===== src/rtl/muldiv_seq.sv =====
// Sequential radix-2 multiply / unsigned divide with valid/ready on both sides.
// Ports: clk, rst_n, in_valid/in_ready/op/a/b, out_valid/out_ready/result, busy. Option: MULDIV_SEQ_EARLY_OUT_EN.
module muldiv_seq #(
  parameter int WIDTH = 32
) (
  input  logic             clk,
  input  logic             rst_n,
  input  logic             in_valid,
  output logic             in_ready,
  input  logic [1:0]       op,
  input  logic [WIDTH-1:0] a,
  input  logic [WIDTH-1:0] b,
  output logic             out_valid,
  input  logic             out_ready,
  output logic [WIDTH-1:0] result,
  output logic             busy
);

  localparam int ITERS = WIDTH;
  localparam int CW    = $clog2(ITERS + 1);

  localparam logic [1:0] OP_MUL  = 2'b00;
  localparam logic [1:0] OP_DIVU = 2'b01;
  localparam logic [1:0] OP_REMU = 2'b10;

  typedef enum logic [1:0] {
    IDLE = 2'b00,
    BUSY = 2'b01,
    DONE = 2'b10
  } state_t;

  state_t           state, state_nxt;
  logic [CW-1:0]    cnt;
  logic [1:0]       op_q;
  logic [WIDTH:0]   acc;
  logic [WIDTH-1:0] sh;
  logic [WIDTH-1:0] opb;
  logic [WIDTH-1:0] res_q;

  logic             accept;
  logic             early;
  logic [WIDTH:0]   shifted;
  logic [WIDTH:0]   diff;
  logic [WIDTH:0]   acc_step;
  logic [WIDTH-1:0] sh_step;
  logic [WIDTH-1:0] opb_step;
  logic [WIDTH-1:0] fin;

  assign in_ready  = (state == IDLE);
  assign out_valid = (state == DONE);
  assign busy      = (state != IDLE);
  assign result    = res_q;
  assign accept    = in_valid && in_ready;

`ifdef MULDIV_SEQ_EARLY_OUT_EN
  always_comb begin
    early = 1'b0;
    unique case (1'b1)
      (op == OP_MUL):  early = (a == '0) || (b == '0);
      (op == OP_DIVU),
      (op == OP_REMU): early = (b == '0);
      default:         early = 1'b1;
    endcase
  end
`else
  assign early = 1'b0;
`endif

  // acc: product (MUL) or partial remainder (DIV/REM)
  // sh:  multiplier (MUL) or dividend shifting into quotient (DIV/REM)
  // opb: multiplicand shifting left (MUL) or divisor (DIV/REM)
  always_comb begin
    shifted  = {acc[WIDTH-1:0], sh[WIDTH-1]};
    diff     = shifted - {1'b0, opb};
    acc_step = acc;
    sh_step  = sh;
    opb_step = opb;
    unique case (1'b1)
      (op_q == OP_MUL): begin
        if (sh[0])
          acc_step = {1'b0, acc[WIDTH-1:0] + opb};
        sh_step  = sh >> 1;
        opb_step = opb << 1;
      end
      (op_q == OP_DIVU),
      (op_q == OP_REMU): begin
        if (!diff[WIDTH]) begin
          acc_step = diff;
          sh_step  = {sh[WIDTH-2:0], 1'b1};
        end else begin
          acc_step = shifted;
          sh_step  = {sh[WIDTH-2:0], 1'b0};
        end
      end
      default: ;
    endcase
  end

  // Division by zero yields 0 for both quotient and remainder.
  always_comb begin
    fin = '0;
    unique case (1'b1)
      (op_q == OP_MUL):  fin = acc[WIDTH-1:0];
      (op_q == OP_DIVU): fin = (opb != '0) ? sh : '0;
      (op_q == OP_REMU): fin = (opb != '0) ? acc[WIDTH-1:0] : '0;
      default:           fin = '0;
    endcase
  end

  always_comb begin
    state_nxt = state;
    unique case (state)
      IDLE: if (accept) state_nxt = BUSY;
      BUSY: if (cnt == '0) state_nxt = DONE;
      DONE: if (out_ready) state_nxt = IDLE;
      default: state_nxt = IDLE;
    endcase
  end

  always_ff @(posedge clk or negedge rst_n) begin
    if (!rst_n) begin
      state <= IDLE;
    end else begin
      state <= state_nxt;
    end
  end

  // An early-out op loads a zero count so it retires on the next edge;
  // its zeroed accumulator or zero divisor already forces a 0 result.
  always_ff @(posedge clk or negedge rst_n) begin
    if (!rst_n) begin
      cnt   <= '0;
      op_q  <= '0;
      acc   <= '0;
      sh    <= '0;
      opb   <= '0;
      res_q <= '0;
    end else if (accept) begin
      op_q <= op;
      acc  <= '0;
      cnt  <= early ? '0 : CW'(ITERS);
      if (op == OP_MUL) begin
        sh  <= b;
        opb <= a;
      end else begin
        sh  <= a;
        opb <= b;
      end
    end else if (state == BUSY) begin
      if (cnt != '0) begin
        acc <= acc_step;
        sh  <= sh_step;
        opb <= opb_step;
        cnt <= cnt - CW'(1);
      end else begin
        res_q <= fin;
      end
    end
  end

endmodule


===== config.mk =====
export PLATFORM = sky130hd
export DESIGN_NAME = muldiv_seq
export DESIGN_NICKNAME = d
export VERILOG_FILES = /design/src/rtl/muldiv_seq.sv
export SDC_FILE = /design/constraint.sdc
export NUM_CORES = 1
export LEC_CHECK = 0
export CAP_MARGIN = 10
export CORE_MARGIN = 8
export CORE_UTILIZATION = 55
export CTS_CLUSTER_SIZE = 10
export DETAILED_ROUTE_END_ITERATION = 7
export HOLD_SLACK_MARGIN = 0.05
export PLACE_DENSITY = 0.81
export SYNTH_ARGS = -nofsm -noshare
export SYNTH_HDL_FRONTEND = slang
export SYNTH_SLANG_ARGS = --single-unit

===== constraint.sdc =====
create_clock -name clk -period 4.5 [get_ports clk]
set_input_delay 0.45 -clock clk [delete_from_list [all_inputs] [get_ports clk]]
set_output_delay 0.45 -clock clk [all_outputs]
set_load 0.005 [all_outputs]

==> impl_metrics.py, run 1 <==
metrics = {
    "cts": {
        "cts_resized": 0,
        "clockBufferDepth": 2,
        "cts_setup_buffers": 0,
        "cts_tree": "done",
        "cts-root-buf": "clkbuf_16",
        "clkTransAtPathRegs_ns": 0.06,
        "insertion_delay_ns": 0.43,
        "clock-sinks": 138,
        "htreeDepth": 4,
        "cts_buffers": 17,
        "hold_buffers": 1,
    },
    "synth": {
        "syn_avg_cell_area_um2": 7.86,
        "ys_seq_elements": 138,
        "synth_nets": 1497,
        "yosys_warnings": 0,
        "synth_edf_count": 0,
        "ys_seq_area_share_pct": 32.4,
        "syn_inst": 1357,
        "syn_area_mm2": 0.0107,
        "async_reset_ff_share_pct": 100,
        "synth.distinct_cells": 63,
        "ys.flop_type": "dfrtp_1",
    },
    "detailed_routing": {
        "drt_iter0_drc": 1163,
        "drt_wl_total_um": 34000,
        "firstDrtPassIters": 6,
        "drc": 0,
        "route.vias.total": 10595,
        "drtAntennaViolNets": 0,
        "routedWlPerCell_um": 20.0,
        "via_per_inst": 6.21,
    },
    "final_layout": {
        "fin_util_pct": 64.9,
        "synthToLayoutAreaGrowth_pct": 17.3,
        "nNetsFinal": 1566,
        "postLayoutCellArea_mm2": 0.0125,
        "drive_gt1_share_pct": 6.74,
    },
    "worst_setup_path": {
        "critPathSlowestCell": "dfrtp_1",
        "crit_type": "register to register",
        "crit_fanout": 16,
        "crit_arrival_ns": 4.08,
        "setup.worst_path.start_class": "register",
        "crit_required_ns": 4.81,
        "crit_family": "compound AO/OA/AOI/OAI gates",
        "path_cells": "ha_1 -> nor2b_1 -> o31ai_1 -> a211oi_1 -> o21bai_1 -> a21oi_1 -> a221o_1 -> a41o_1 -> nor2_4 -> buf_4 -> mux2i_1 -> nand2_1 -> a32o_1",
        "worst-path-buf-inv": 1,
        "r2r_slack_ns": 0.73,
        "max_stage_delay_ns": 0.46,
        "endpoint_kind": "register",
    },
    "hold_path": {
        "worstHoldPathType": "register to register",
    },
    "power": {
        "p_comb_share_pct": 68.1,
        "p_leak_nw": 5.58,
        "p_per_area_mw_per_mm2": 966,
        "p_int_mw": 5.99,
        "ir_drop_mv": 0.541,
        "switchingPower_mw": 6.09,
        "p_clk_share_pct": 11.3,
        "sequentialPowerShare_pct": 20.6,
        "switching_share_pct": 50.4,
        "power_mw": 12.1,
    },
    "placement": {
        "routabilityCongestion": 0.944,
        "port_buffers": 104,
        "dp_hpwl_um": 25500,
        "placed_area_mm2": 0.0119,
    },
    "grt": {
        "antenna_found_initial": 0,
        "gr-total-overflow": 0,
        "grt_max_degree": 64,
        "grt_usage_pct": 28.4,
        "grt_pass1_vias": 10227,
        "grt_pass1_wl_um": 54300,
    },
    "timing": {
        "min_period_ns": 3.77,
        "fmax_ghz": 0.265,
        "fin_skew_ns": 0.00765,
        "tightest_slew_ns": 1.17,
        "setup_tns_ns": 0,
        "drv_slew": 0,
        "fin_crit_sh_pct": 83.7,
        "timing.slew.headroom_pct": 22.3,
        "setup_viol": 0,
        "hold_viol_final": 0,
        "rsz0062_at_grt": "false",
    },
    "die": {
        "die_y_um": 155,
        "ios": 105,
        "dieArea_mm2": 0.0241,
        "rows": 51,
        "start_util_pct": 55.4,
        "die_x_um": 155,
        "core_mm2": 0.0193,
    },
    "flow_run": {
        "maxCapViolCount": 0,
    },
    "status": {
        "status": "finished clean",
    },
}
-- state kept, by name, indices dropped and copies added (netlist names) --
| signal | cells |
|---|---|
| result | 32 |
| opb | 32 |
| acc | 32 |
| cnt | 6 |
| state | 2 |
| op_q | 2 |
| sh | 32 |
-- worst reg2reg max path, delay by kind of cell, from the launching register on --
family | cells | cell delay (ns)
AO/OA/AOI/OAI | 7 | 1.88
adder cells (fa/ha/maj) | 1 | 0.38
buffers and inverters | 1 | 0.29
flip-flops | 1 | 0.46
multiplexers | 1 | 0.22
AND/OR/NAND/NOR | 3 | 0.43
-- cells in the final DEF, fill, tap and decap left out, types with 9 or more instances in the layout --
| cell | instances |
|---|---|
| ha_1 | 67 |
| a21oi_1 | 116 |
| nand3_1 | 15 |
| nor2b_1 | 11 |
| nor2_1 | 76 |
| clkdlybuf4s50_1 | 103 |
| buf_4 | 17 |
| xnor2_1 | 38 |
| o21ai_0 | 156 |
| a22oi_1 | 49 |
| mux2_2 | 29 |
| clkbuf_16 | 17 |
| nor3_1 | 9 |
| nand2_1 | 266 |
| dfrtp_1 | 138 |
| o21a_1 | 12 |
| nor4_1 | 9 |
| inv_1 | 56 |
| nand2b_1 | 12 |
| a31oi_1 | 39 |
| mux2i_1 | 29 |
| a21o_1 | 30 |
| xor2_1 | 18 |
-- area by class of cell --
type                            count  area [um2]
Antenna cell                        1        2.50
Clock buffer                       18         429
Clock inverter                     14         126
Fill cell                        1664        6760
Inverter                           56         210
Multi-Input combinational cell   1090        6750
Sequential cell                   138        3450
Tap cell                          265         332
Timing Repair Buffer              123        1210
-- per-layer routing --
metal  share of wire [%]  wire (um)  global-route usage [%]  vias up
met5                   0          0                       0        -
met4                 2.6        893                    8.78        0
met3                 9.2       3130                    5.99       71
met2                  44      15100                    43.7      510
met1                  44      14900                    39.3     5034
li1                    -          -                       -     4980
-- power by group through the flow --
stage | Sequential, mW | Combinational, mW | Clock [mW]
floorplan | 2.19 | 6.16 | 0
global placement | 2.45 | 7.86 | 0
CTS | 2.45 | 8.05 | 1.37
global route | 2.54 | 9.08 | 1.41
detailed placement | 2.47 | 7.97 | 0
finish | 2.49 | 8.23 | 1.36
-- stage by stage --
step | std cells | hold slack, ns | setup WS, ns
finish | 1705 | 0.479 | 0.732
CTS | 1703 | 0.485 | 0.754
detailed placement | 1670 | 0.464 | 0.781
floorplan | 1357 | 0.154 | 1.23
global route | 1704 | 0.510 | 0.426
global placement | 1670 | 0.459 | 0.865
-- kinds of logic after synthesis --
| logic type | share of synthesized area [%] |
|---|---|
| AOI/OAI and AO/OA | 26.7 |
| xor gates and xnor gates | 4.60 |
| adders and majority gates | 8.35 |
| buffers and inverters | 4.67 |
| DFF | 32.4 |
| muxes | 5.78 |
| and+or+nand+nor | 17.5 |
-- cell usage after synthesis, types with 4 or more instances --
cell type | count | share of area, %
xor2_1 | 18 | 1.5
o21ai_0 | 156 | 7.3
nor2_1 | 79 | 2.8
nand2_1 | 267 | 9.4
or2_2 | 6 | 0.35
o22ai_1 | 5 | 0.29
a22oi_1 | 49 | 3.4
clkbuf_1 | 65 | 2.3
buf_1 | 4 | 0.14
nand3_1 | 15 | 0.70
ha_1 | 68 | 8.0
a21oi_1 | 116 | 5.4
and3_1 | 8 | 0.47
nand4_1 | 5 | 0.29
a21o_1 | 30 | 2.1
nand2b_1 | 12 | 0.70
xnor2_1 | 38 | 3.1
a22o_1 | 6 | 0.49
mux2i_1 | 29 | 2.7
nor4_1 | 9 | 0.53
o21a_1 | 12 | 0.84
and2_1 | 6 | 0.35
mux2_2 | 29 | 3.1
a211oi_1 | 6 | 0.42
or3_1 | 4 | 0.23
a31oi_1 | 39 | 2.3
nor2b_1 | 11 | 0.65
dfrtp_1 | 138 | 32
o21bai_1 | 8 | 0.56
a221o_1 | 7 | 0.66
nor3_1 | 10 | 0.47
inv_1 | 56 | 2.0
-- worst paths after layout --
kind	from	end	cells after the start
worst max-delay path	acc[1]	acc[31]	13
worst min-delay path	result[29]	result[29]	2
worst max register to register	acc[1]	acc[31]	13
worst min register to register	result[29]	result[29]	2
max in group asynchronous	rst_n	opb[20]	3
min in group asynchronous	rst_n	result[5]	2
Power figures use the tool's default switching activity.
==> run 2: changes to the inputs <==
==> constraint.sdc (replaced) <==
create_clock -name clk -period 3.5 [get_ports clk]
set_input_delay 0.35 -clock clk [delete_from_list [all_inputs] [get_ports clk]]
set_output_delay 0.35 -clock clk [all_outputs]
set_load 0.005 [all_outputs]
==> impl_metrics.py, run 2 (synthesis gave the netlist of run 1 again) <==
metrics = {
    "timing": {
        "setup_viol": 0,
        "fin_crit_sh_pct": 98.0,
        "min_period_ns": 3.43,
        "timing.slew.headroom_pct": 23.2,
        "fin_ws_ns": 0.0692,
        "rsz0062_at_grt": "true",
        "tightest_slew_ns": 1.15,
        "fin_skew_ns": 0.00760,
        "hold_viol_final": 0,
        "drv_slew": 0,
        "hold-worst-slack_ns": 0.482,
        "setup_tns_ns": 0,
        "fmax_ghz": 0.291,
    },
    "cts": {
        "clock-sinks": 138,
        "clkTransAtPathRegs_ns": 0.06,
        "cts_buffers": 17,
        "clockBufferDepth": 2,
        "cts-root-buf": "clkbuf_16",
        "insertion_delay_ns": 0.43,
        "cts_tree": "done",
        "htreeDepth": 4,
    },
    "detailed_routing": {
        "drtAntennaViolNets": 0,
        "drc": 0,
        "drt_wl_total_um": 34500,
        "routedWlPerCell_um": 19.5,
        "firstDrtPassIters": 7,
        "via_per_inst": 6.12,
        "drt_iter0_drc": 1168,
        "route.vias.total": 10811,
    },
    "die": {
        "start_util_pct": 55.4,
        "die_x_um": 155,
        "core_mm2": 0.0193,
        "rows": 51,
        "die_y_um": 155,
        "ios": 105,
        "dieArea_mm2": 0.0241,
    },
    "worst_setup_path": {
        "crit_required_ns": 3.82,
        "crit_fanout": 6,
        "r2r_slack_ns": 0.07,
        "setup.worst_path.start_class": "register",
        "crit_type": "register to register",
        "reg2reg_to": "acc[14]",
        "r2r_start": "opb[0]",
        "crit_arrival_ns": 3.75,
        "endpoint_kind": "register",
        "reg2regPathDepth": 15,
    },
    "power": {
        "p_leak_nw": 5.95,
        "switching_share_pct": 48.2,
        "p_per_area_mw_per_mm2": 1280,
        "ir_drop_mv": 0.740,
        "power_mw": 16.9,
        "sequentialPowerShare_pct": 17.7,
        "switchingPower_mw": 8.15,
        "p_clk_share_pct": 11.1,
        "p_int_mw": 8.78,
        "p_comb_share_pct": 71.3,
    },
    "grt": {
        "grt_max_degree": 67,
        "gr-total-overflow": 0,
        "grt_pass1_wl_um": 53800,
        "grt_pass1_vias": 10165,
        "antenna_found_initial": 0,
        "grt_usage_pct": 28.0,
    },
    "placement": {
        "routabilityCongestion": 0.956,
        "dp.cells": 1719,
        "dp_slack_ns": -0.0673,
        "dp_hpwl_um": 25300,
        "port_buffers": 104,
    },
    "final_layout": {
        "instances_no_fill": 1767,
        "mostFrequentLayoutCells": "nand2_1, o21ai_0, dfrtp_1",
        "nNetsFinal": 1629,
        "synthToLayoutAreaGrowth_pct": 24.4,
        "final_common_cell": "nand2_1",
        "drive_gt1_share_pct": 12.5,
        "antenna_cells": 0,
    },
    "hold_path": {
        "hold_depth": 2,
        "hp-start": "result[5]",
        "min_to": "result[5]",
        "worstHoldPathType": "register to register",
    },
    "status": {
        "status": "finished clean",
    },
    "flow_run": {
        "maxCapViolCount": 0,
    },
}
## run 2: per-stage QoR
step / utilization, % / instance area [um2]
2_1_floorplan: - / 10700
3_3_place_gp: 64.0 / 12300
3_5_place_dp: 64.0 / 12300
4_1_cts: 67.3 / 13000
5_1_grt: 68.9 / 13300
6_report: 68.9 / 13300
## run 2: how the worst max path moves through the flow
stage / from / end / slack [ns]
5_1_grt: opb[24] / acc[31] / -0.08
2_1_floorplan: acc[1] / acc[31] / 0.23
6_report: opb[0] / acc[14] / 0.07
3_5_place_dp: sh[31] / acc[26] / -0.07
4_1_cts: sh[31] / acc[12] / 0.0006
3_3_place_gp: sh[31] / acc[26] / 0.05
## run 2: cell type report
cell class | instances | area, um2
clock buffers | 17 | 425
clock inverters | 15 | 181
fillers | 1550 | 6000
inverters | 56 | 210
multi-input cells | 1090 | 6920
flip-flops and latches | 138 | 3450
well taps | 265 | 332
repair buffers | 186 | 1750
## run 2: worst max-delay path: stages, from the launching register on
cell      delay (ns)
dfrtp_1         0.41
ha_4            0.18
fa_2            0.42
nor2b_4         0.16
o31ai_4         0.09
a211oi_4        0.35
o21bai_4        0.09
a21oi_2         0.19
a221o_1         0.27
o41ai_4         0.12
nor2_4          0.31
buf_12          0.18
buf_4           0.11
mux2i_1         0.16
a21oi_1         0.08
a21o_1          0.18
## run 2: per-layer routing
metal / global-route usage (%) / routed length (um) / vias to the layer above
li1: - / - / 5096
met1: 38.1 / 14700 / 5132
met2: 44.7 / 16100 / 509
met3: 4.66 / 2890 / 74
met4: 8.69 / 859 / 0
met5: 0 / 0 / -
## run 2: repair_timing
item / 4_1_cts / 5_1_grt
pin swaps: 1 / 13
gates resized for setup: 2 / 35
endpoints found under the hold margin: 64 / 0
endpoints found under the setup margin: 19 / 33
gates cloned: 0 / 2
buffers inserted: 1 / 14
hold buffers: 1 / 0
## run 2: power by group through the flow
stage	combinational [mW]	clock, mW	sequential (mW)
5_1_grt	13.1	1.94	3.06
3_3_place_gp	10.8	0	2.93
4_1_cts	11.1	1.88	2.94
6_report	12.1	1.87	2.99
3_5_place_dp	11.0	0	2.96
2_1_floorplan	7.92	0	2.82
